File: src/rtl/avalon_user_iochannel.sv
// avalon_user_iochannel: terminates the user-bus aw/w/b and ar/r channels into a write FIFO drained
// by the core and a read FIFO returned as bursts. IOCHANNEL_WADDR_EN adds per-beat wr_deq_addr.
module avalon_user_iochannel_fifo #(
  parameter int W  = 32,
  parameter int AW = 4
) (
  input  logic         clk,
  input  logic         rst_n,
  input  logic         push,
  input  logic [W-1:0] din,
  input  logic         pop,
  output logic [W-1:0] dout,
  output logic         valid,
  output logic         ready
);
  localparam int DEPTH = 1 << AW;

  logic [W-1:0]  mem [DEPTH];
  logic [AW-1:0] wptr_p0;
  logic [AW-1:0] rptr_p0;
  logic [AW:0]   cnt_p0;
  logic          do_push;
  logic          do_pop;

  assign ready   = cnt_p0 < (AW+1)'(DEPTH);
  assign valid   = cnt_p0 != '0;
  assign do_push = push && ready;
  assign do_pop  = pop && valid;
  assign dout    = mem[rptr_p0];

  always_ff @(posedge clk) begin
    if (!rst_n) begin
      wptr_p0 <= '0;
      rptr_p0 <= '0;
      cnt_p0  <= '0;
    end else begin
      if (do_push) wptr_p0 <= wptr_p0 + AW'(1);
      if (do_pop)  rptr_p0 <= rptr_p0 + AW'(1);
      case ({do_push, do_pop})
        2'b10:   cnt_p0 <= cnt_p0 + (AW+1)'(1);
        2'b01:   cnt_p0 <= cnt_p0 - (AW+1)'(1);
        default: cnt_p0 <= cnt_p0;
      endcase
    end
  end

  // Storage carries data only; emptiness is tracked by the pointers and count.
  always_ff @(posedge clk) begin
    if (do_push) mem[wptr_p0] <= din;
  end
endmodule

module avalon_user_iochannel #(
  parameter int C_AVS_ADDR_WIDTH = 32,
  parameter int C_AVS_DATA_WIDTH = 32,
  parameter int FIFO_ADDR_WIDTH  = 4,
  parameter int BRESP_CNT_WIDTH  = 4
) (
  input  logic                        ACLK,
  input  logic                        ARESETN,
  input  logic                        awvalid,
  input  logic [C_AVS_ADDR_WIDTH-1:0] awaddr,
  input  logic [7:0]                  awlen,
  output logic                        awready,
  input  logic [C_AVS_DATA_WIDTH-1:0] wdata,
  input  logic                        wlast,
  input  logic                        wvalid,
  output logic                        wready,
  output logic                        bvalid,
  input  logic                        bready,
  input  logic                        arvalid,
  input  logic [C_AVS_ADDR_WIDTH-1:0] araddr,
  input  logic [7:0]                  arlen,
  output logic                        arready,
  output logic [C_AVS_DATA_WIDTH-1:0] rdata,
  output logic                        rlast,
  output logic                        rvalid,
  input  logic                        rready,
  output logic [C_AVS_DATA_WIDTH-1:0] wr_deq_data,
`ifdef IOCHANNEL_WADDR_EN
  output logic [C_AVS_ADDR_WIDTH-1:0] wr_deq_addr,
`endif
  output logic                        wr_deq_valid,
  input  logic                        wr_deq_ready,
  input  logic [C_AVS_DATA_WIDTH-1:0] rd_enq_data,
  input  logic                        rd_enq_valid,
  output logic                        rd_enq_ready
);
`ifdef IOCHANNEL_WADDR_EN
  localparam int WF_W = C_AVS_DATA_WIDTH + C_AVS_ADDR_WIDTH;
`else
  localparam int WF_W = C_AVS_DATA_WIDTH;
`endif

  typedef enum logic {RD_IDLE, RD_BURST} rd_state_t;

  logic [7:0]                 beat_cnt_p0;
  logic [BRESP_CNT_WIDTH-1:0] bresp_cnt_p0;
  logic                       wf_ready;
  logic [WF_W-1:0]            wf_din;
  logic [WF_W-1:0]            wf_dout;
  logic                       w_acc;
  logic                       w_first;
  logic [7:0]                 w_len;
  logic                       w_done;
  logic                       b_dec;

  rd_state_t                  state_p0;
  rd_state_t                  state_nxt;
  logic [8:0]                 rem_p0;
  logic                       rf_valid;
  logic [C_AVS_DATA_WIDTH-1:0] rf_dout;
  logic                       rd_load;
  logic                       unused_sink;

  // Write path: address and data handshakes share one ready so upstream waitrequest stays coherent.
  assign wready  = wf_ready;
  assign awready = wf_ready;
  assign w_acc   = wvalid && wf_ready;
  assign w_first = beat_cnt_p0 == 8'd0;
  assign w_len   = awvalid ? awlen : 8'd0;
  assign w_done  = w_acc && (w_first ? (w_len == 8'd0) : (beat_cnt_p0 == 8'd1));
  assign bvalid  = bresp_cnt_p0 != '0;
  assign b_dec   = bvalid && bready;

`ifdef IOCHANNEL_WADDR_EN
  logic [C_AVS_ADDR_WIDTH-1:0] waddr_nxt_p0;
  logic [C_AVS_ADDR_WIDTH-1:0] w_addr;

  assign w_addr      = w_first ? awaddr : waddr_nxt_p0;
  assign wf_din      = {w_addr, wdata};
  assign wr_deq_addr = wf_dout[WF_W-1 -: C_AVS_ADDR_WIDTH];

  always_ff @(posedge ACLK) begin
    if (w_acc) waddr_nxt_p0 <= w_addr + C_AVS_ADDR_WIDTH'(C_AVS_DATA_WIDTH / 8);
  end
`else
  assign wf_din = wdata;
`endif
  assign wr_deq_data = wf_dout[C_AVS_DATA_WIDTH-1:0];

  always_ff @(posedge ACLK) begin
    if (!ARESETN) begin
      beat_cnt_p0  <= 8'd0;
      bresp_cnt_p0 <= '0;
    end else begin
      if (w_acc) beat_cnt_p0 <= w_first ? w_len : beat_cnt_p0 - 8'd1;
      case ({w_done, b_dec})
        2'b10:   if (bresp_cnt_p0 != '1) bresp_cnt_p0 <= bresp_cnt_p0 + BRESP_CNT_WIDTH'(1);
        2'b01:   bresp_cnt_p0 <= bresp_cnt_p0 - BRESP_CNT_WIDTH'(1);
        default: bresp_cnt_p0 <= bresp_cnt_p0;
      endcase
    end
  end

  avalon_user_iochannel_fifo #(.W(WF_W), .AW(FIFO_ADDR_WIDTH)) u_wr_fifo (
    .clk   (ACLK),
    .rst_n (ARESETN),
    .push  (wvalid),
    .din   (wf_din),
    .pop   (wr_deq_ready),
    .dout  (wf_dout),
    .valid (wr_deq_valid),
    .ready (wf_ready)
  );

  // Read path: FIFO head feeds a single output register, refilled whenever it empties or is taken.
  avalon_user_iochannel_fifo #(.W(C_AVS_DATA_WIDTH), .AW(FIFO_ADDR_WIDTH)) u_rd_fifo (
    .clk   (ACLK),
    .rst_n (ARESETN),
    .push  (rd_enq_valid),
    .din   (rd_enq_data),
    .pop   (rd_load),
    .dout  (rf_dout),
    .valid (rf_valid),
    .ready (rd_enq_ready)
  );

  assign arready = state_p0 == RD_IDLE;
  assign rd_load = (state_p0 == RD_BURST) && (!rvalid || rready) && rf_valid && (rem_p0 != 9'd0);

  always_ff @(posedge ACLK) begin
    if (!ARESETN) state_p0 <= RD_IDLE;
    else          state_p0 <= state_nxt;
  end

  always_comb begin
    state_nxt = state_p0;
    case (state_p0)
      RD_IDLE:  if (arvalid) state_nxt = RD_BURST;
      RD_BURST: if (rvalid && rready && rlast) state_nxt = RD_IDLE;
      default:  state_nxt = RD_IDLE;
    endcase
  end

  always_ff @(posedge ACLK) begin
    if (!ARESETN) begin
      rem_p0 <= 9'd0;
      rvalid <= 1'b0;
      rlast  <= 1'b0;
      rdata  <= '0;
    end else begin
      if (state_p0 == RD_IDLE && arvalid) rem_p0 <= {1'b0, arlen} + 9'd1;
      if (rd_load) begin
        rdata  <= rf_dout;
        rvalid <= 1'b1;
        rlast  <= rem_p0 == 9'd1;
        rem_p0 <= rem_p0 - 9'd1;
      end else if (rvalid && rready) begin
        rvalid <= 1'b0;
        rlast  <= 1'b0;
      end
    end
  end

  assign unused_sink = ^{wlast, araddr
`ifndef IOCHANNEL_WADDR_EN
                         , awaddr
`endif
                         };
endmodule
File: config.mk
export PLATFORM = sky130hd
export DESIGN_NAME = avalon_user_iochannel
export DESIGN_NICKNAME = d
export VERILOG_FILES = /design/src/rtl/avalon_user_iochannel.sv
export SDC_FILE = /design/constraint.sdc
export NUM_CORES = 1
export LEC_CHECK = 0
export BUFFER_PORTS_ARGS = -buffer_cell sky130_fd_sc_hd__buf_2
export CORE_MARGIN = 2
export CORE_UTILIZATION = 55
export CTS_CLUSTER_SIZE = 40
export DETAILED_ROUTE_END_ITERATION = 7
export GPL_ROUTABILITY_DRIVEN = 0
export PLACE_DENSITY = 0.7
export RECOVER_POWER = 25
export SKIP_CTS_REPAIR_TIMING = 1
export SYNTH_ARGS = -nofsm -noshare
export SYNTH_HDL_FRONTEND = slang
export SYNTH_SLANG_ARGS = --single-unit
File: constraint.sdc
create_clock -name ACLK -period 7.1 [get_ports ACLK]
set_clock_uncertainty 0.05 [all_clocks]
set_input_delay 0 -clock ACLK [delete_from_list [all_inputs] [get_ports ACLK]]
set_output_delay 0 -clock ACLK [all_outputs]
set_load 0.1 [all_outputs]
-- Yosys cells after proc, flatten, opt, wreduce, memory -nomap -nowiden
Memory sizes are Yosys's and may differ from the RTL's. A register that Yosys moved wholly into a read port is not among the register bits.
Index checks and enable logic that the tools add are counted.
- div/mod/pow operators: 0
- add/sub/neg operators: 13
- multiply operators: 0
- shifts and indexed selects: 0
- bitwise logic cells: 1
- equal/unequal tests: 10
- multiplexer cells: 21
- magnitude comparators: 2
- reductions and logical operators: 27
- operators by type and width (operator ; count):
    $add 4x1->4 const B ; 5
    $pmux 5 s2 ; 2
    $mux 9 ; 2
    $logic_not 8->1 ; 2
    $mux 8 ; 2
    $logic_and 1x1->1 ; 12
    $mux 4 ; 3
    $add 5x1->5 const B ; 2
    $lt 5x5->1 const B ; 2
    $mux 1 ; 10
    $reduce_bool 2->1 ; 5
    $reduce_bool 5->1 ; 2
    $sub 5x1->5 const B ; 2
    $add 8x1->9 const B ; 1
    $eq 9x1->1 const B ; 1
    $reduce_bool 9->1 ; 1
    $sub 9x1->9 const B ; 1
    $eq 8x1->1 const B ; 1
    $pmux 4 s2 ; 1
    $sub 8x1->8 const B ; 1
    $eq 2x1->1 const B ; 3
    $eq 2x2->1 const B ; 3
    $ne 4x4->1 const B ; 1
    $reduce_bool 4->1 ; 1
    other kinds (7) ; 8
- memories kept: 2
- output and inout bits: 72
- bits in writable memories: 1024
- bits in latches: 0
- word-level logic and storage cells: 88
- input port bits: 154
- register bits after elaboration: 50
- ROM bits: 0
- memory list (memory ; words ; width ; rd ports ; clocked after memory_dff ; write ports ; RTL line ; RTL):
    u_rd_fifo.mem ; 16 ; 32 ; 1 ; 1 ; 1 ; 18 ; logic [W-1:0] mem [DEPTH];
    u_wr_fifo.mem ; 16 ; 32 ; 1 ; 1 ; 1 ; 18 ;

-- Longest topological paths before layout
- word-level depth: 8
- gate-level depth with buffers: 15
- mapped depth without buffers: 13

-- Modules after synthesis
A second synthesis with hierarchy kept.
- cells, all modules: 1989
- area total of the unflattened synthesis: 43437.9 sq um
- modules (own cells, without submodules) (module ; cells each ; times used ; area an instance (sq um) ; sequential area each (sq um)):
    avalon_user_iochannel_fifo at u_rd_fifo ; 826 ; 1 ; 20254.4 ; 15715.1
    avalon_user_iochannel_fifo at u_wr_fifo ; 826 ; 1 ; 20248.2 ; 15715.1
    avalon_user_iochannel ; 337 ; 1 ; 2935.3 ; 1121.1

-- Worst setup path before layout
OpenSTA, ideal clock, no wires.
- path type: flip-flop to flip-flop
- start point: reg u_rd_fifo.cnt_p0[4]
- end point: mem u_rd_fifo.mem[3][0], enable pin
- clock period less this slack: 3.593 ns
- buffers on the path: 1
- setup time: 0.461 ns
- slack: 3.507 ns
- arrival: 3.082 ns
- stages on the path, launching flop included: 5
- data required time: 6.589 ns
- cells stage by stage: dfxtp_1 -> nor2b_1 -> clkbuf_1 -> nand2_1 -> nor3_1
- cells in the longest elaborated chain, start to end: 4
- ends and longest elaborated chain (item ; RTL line ; RTL):
    start, declared ; 21 ; logic [AW:0] cnt_p0;
    start signal, assigned ; 40 ; 2'b10: cnt_p0 <= cnt_p0 + (AW+1)'(1);
    start signal, assigned ; 41 ; 2'b01: cnt_p0 <= cnt_p0 - (AW+1)'(1);
    start signal, assigned ; 42 ; default: cnt_p0 <= cnt_p0;
    $lt 5x5->1 ; 25 ; assign ready = cnt_p0 < (AW+1)'(DEPTH);
    $logic_and 1x1->1 ; 27 ; assign do_push = push && ready;
    $mux 1 ; 49 ; if (do_push) mem[wptr_p0] <= din;
    $mux 1 (implied by the code) ; 49 ;
    end, declared ; 18 ;
Every way passes these cells.

==> impl_metrics.toml <==
[grt]
grt_usage_pct = 23.1
grt_pass1_vias = 21300
grt_pass1_wl_mm = 134
overflow = 0
antenna_found_initial = 1
grt_max_degree = 55

[drt]
initialDrtViolationCount = 2017
wire_per_inst_um = 26.7
drt_first_pass_iters = 5
ant_nets = 0
vias_per_cell = 6.13
routed_wl_mm = 91.9
drc = 0
vias = 21100

[synth]
synthTopCellsByArea = "edfxtp_1 72%, mux4_2 15%, dfxtp_1 4.0%"
synth_ff_type = "edfxtp_1"
yosysTopAreaCell = "edfxtp_1"
syn_area_um2 = 42600
ys_seq_area_share_pct = 76.2
synth.avg_cell_area_um2 = 21.4
syn_inst = 1996
syn_nets = 2179
async_flop_share_pct = 0
yosys_warnings = 0
synth_edf_count = 1024
synth-seq-cells = 1110
synth_top_area_share_pct = 72.1
synth.distinct_cells = 64

[critical_path]
cp_max_fo = 49
r2r_start = "beat_cnt_p0[0]"
reg2reg_depth = 9
r2r_end = "beat_cnt_p0[2]"
crit_required_ps = 7050
arrival_ps = 3980
crit_type = "reg -> out"
worstSetupStartpointType = "register"
endpoint_kind = "output port"
reg2reg_slack_ps = 3580

[layout]
drive_gt1_share_pct = 27.8
regArea_um2 = 32500
final_area_um2 = 49400
layout.cells.non_filler = 3441
multi_input_area_um2 = 9740
fillers = 5145
syn2layout_area_growth_pct = 15.9
fin_util_pct = 64.1
nets = 2491

[clock_network]
ctsHtreeMaxLevel = 3
clkSinkCount = 1110
ctsLongestPathBuffers = 3
cts-root-buf = "clkbuf_16"
clkLatencyLatePin_ps = 680
path_clk_slew_ps = 60
cts_tree = "done"
cts_buffers = 107

[timing]
max-slew-margin-rel_pct = 27.4
fmax_ghz = 0.248
setup_violations = 0
period_share_pct = 56.8
final_max_slew_viol_count = 0
final_hold_viol_count = 1
rsz0062_at_grt = "false"
finalWorstSetupSlack_ps = 3070
worst_slew_pin_slew_ps = 1090
min_period_ps = 4030
worst_hold_slack_ps = -19.4
tns_ps = 0

[hold_path]
min_path_cells = 4
holdPathEnd = "bresp_cnt_p0[2]"
min-delay-start = "ARESETN"
hold_class = "in -> reg"

[place]
dp_hpwl_mm = 47.4
pre_cts_ws_ps = 3600
placedCellCount = 3136
io_buffers = 160
placed_area_um2 = 44800

[outcome]
violations = "negative hold slack"
status = "finished with violations"

[floorplan]
core_area_um2 = 77100
rows = 102
start_util_pct = 55.3
die_h_um = 282
io-pin-count = 226
dieArea_um2 = 79700
die_x_um = 282

[power_and_ir_drop]
powerDensity_nw_per_um2 = 338
leakage_nw = 15.8
ir_drop_mv = 0.290
total_power_mw = 16.7

[flow_run]
maxCapViolCount = 0
-- cell type report --
type,instances,area share [%]
inverter,22,0.167
sequential,1110,65.8
timing repair buffer,314,4.38
tap,1040,2.63
multi-input combinational,753,19.7
clock inverter,57,1.44
clock buffer,144,5.91
antenna,1,0.00506
-- critical path, stage by stage (launching register included) --
cell and delay, ps:
dfxtp_4 990, buf_4 830, mux4_2 590, mux4_2 530, buf_2 320
-- per-layer routing --
metal  wire length (um)  global-route usage (%)
met2              48200                    40.1
met1              36000                    30.6
met4               1850                    6.62
met5                 13                       0
met3               5830                    3.56
-- power by group --
part | switching [mW] | internal [mW] | total, mW
sequential | 0.224 | 7.36 | 7.58
clock | 2.39 | 3.38 | 5.77
combinational | 2.10 | 1.26 | 3.36
total | 4.71 | 12.0 | 16.7
-- synth_stat cells, drive strengths merged, types with 2 or more instances --
| master | n |
|---|---|
| xor2 | 15 |
| a21oi | 27 |
| a21boi | 2 |
| a211o | 2 |
| nand2b | 7 |
| nor2 | 52 |
| nand2 | 44 |
| nand3b | 3 |
| xnor2 | 10 |
| o31ai | 3 |
| nand4 | 4 |
| clkbuf | 70 |
| a221oi | 33 |
| a211oi | 4 |
| o311a | 2 |
| o31a | 4 |
| a22o | 32 |
| a31oi | 4 |
| buf | 41 |
| mux2i | 8 |
| dfxtp | 86 |
| nor2b | 9 |
| nor3b | 6 |
| nor3 | 15 |
| nand3 | 47 |
| and2 | 17 |
| edfxtp | 1024 |
| fa | 2 |
| o22ai | 2 |
| o211a | 3 |
| inv | 22 |
| o21ai | 42 |
| nor4 | 4 |
| or4 | 5 |
| mux4 | 288 |
| a21o | 4 |
| and3 | 7 |
| ha | 27 |
-- cells in the final DEF (no fill, tap or decap), drive strengths merged, types with 10 or more instances in the layout --
cell type	count
edfxtp	1024
nand2	44
a221oi	33
dlygate4sd3	103
a21oi	27
buf	170
dfxtp	86
mux4	288
xnor2	10
nor3	15
o21ai	42
a22o	32
ha	27
inv	28
bufinv	13
clkbuf	185
and2	17
clkinv	33
nand3	47
nor2	52
xor2	15
-- sequential cells by signal, summed over array words and instances (netlist names), named ones only --
signal	flops
beat_cnt_p0	8
rem_p0	9
u_wr_fifo.cnt_p0	5
u_wr_fifo.wptr_p0	4
rvalid	1
u_wr_fifo.mem	512
u_wr_fifo.rptr_p0	4
rlast	1
u_rd_fifo.rptr_p0	4
u_rd_fifo.cnt_p0	5
u_rd_fifo.mem	512
rdata	32
u_rd_fifo.wptr_p0	4
bresp_cnt_p0	4
state_p0	1
-- logic make-up (layout without fill, tap and decap cells) --
group	count (synthesis)	count (layout)	share of synthesized area, %
flops	1110	1110	76.2
mux	296	296	15.4
simple gates	223	223	2.58
compound gates	180	180	3.10
buf+inv	133	537	1.34
fa+ha+maj	29	29	0.886
xor+xnor	25	25	0.514
other cells	0	1	0
-- worst max path at each step --
stage | depth (start not counted) | end | from
finish | 4 | wr_deq_data[11] | register
global route | 4 | wr_deq_data[11] | register
CTS | 4 | wr_deq_data[11] | register
detailed placement | 4 | wr_deq_data[11] | register
global placement | 4 | wr_deq_data[11] | register
floorplan | 4 | u_rd_fifo.mem[3][0] | u_rd_fifo.cnt_p0[4]
Power figures use the tool's default switching activity.
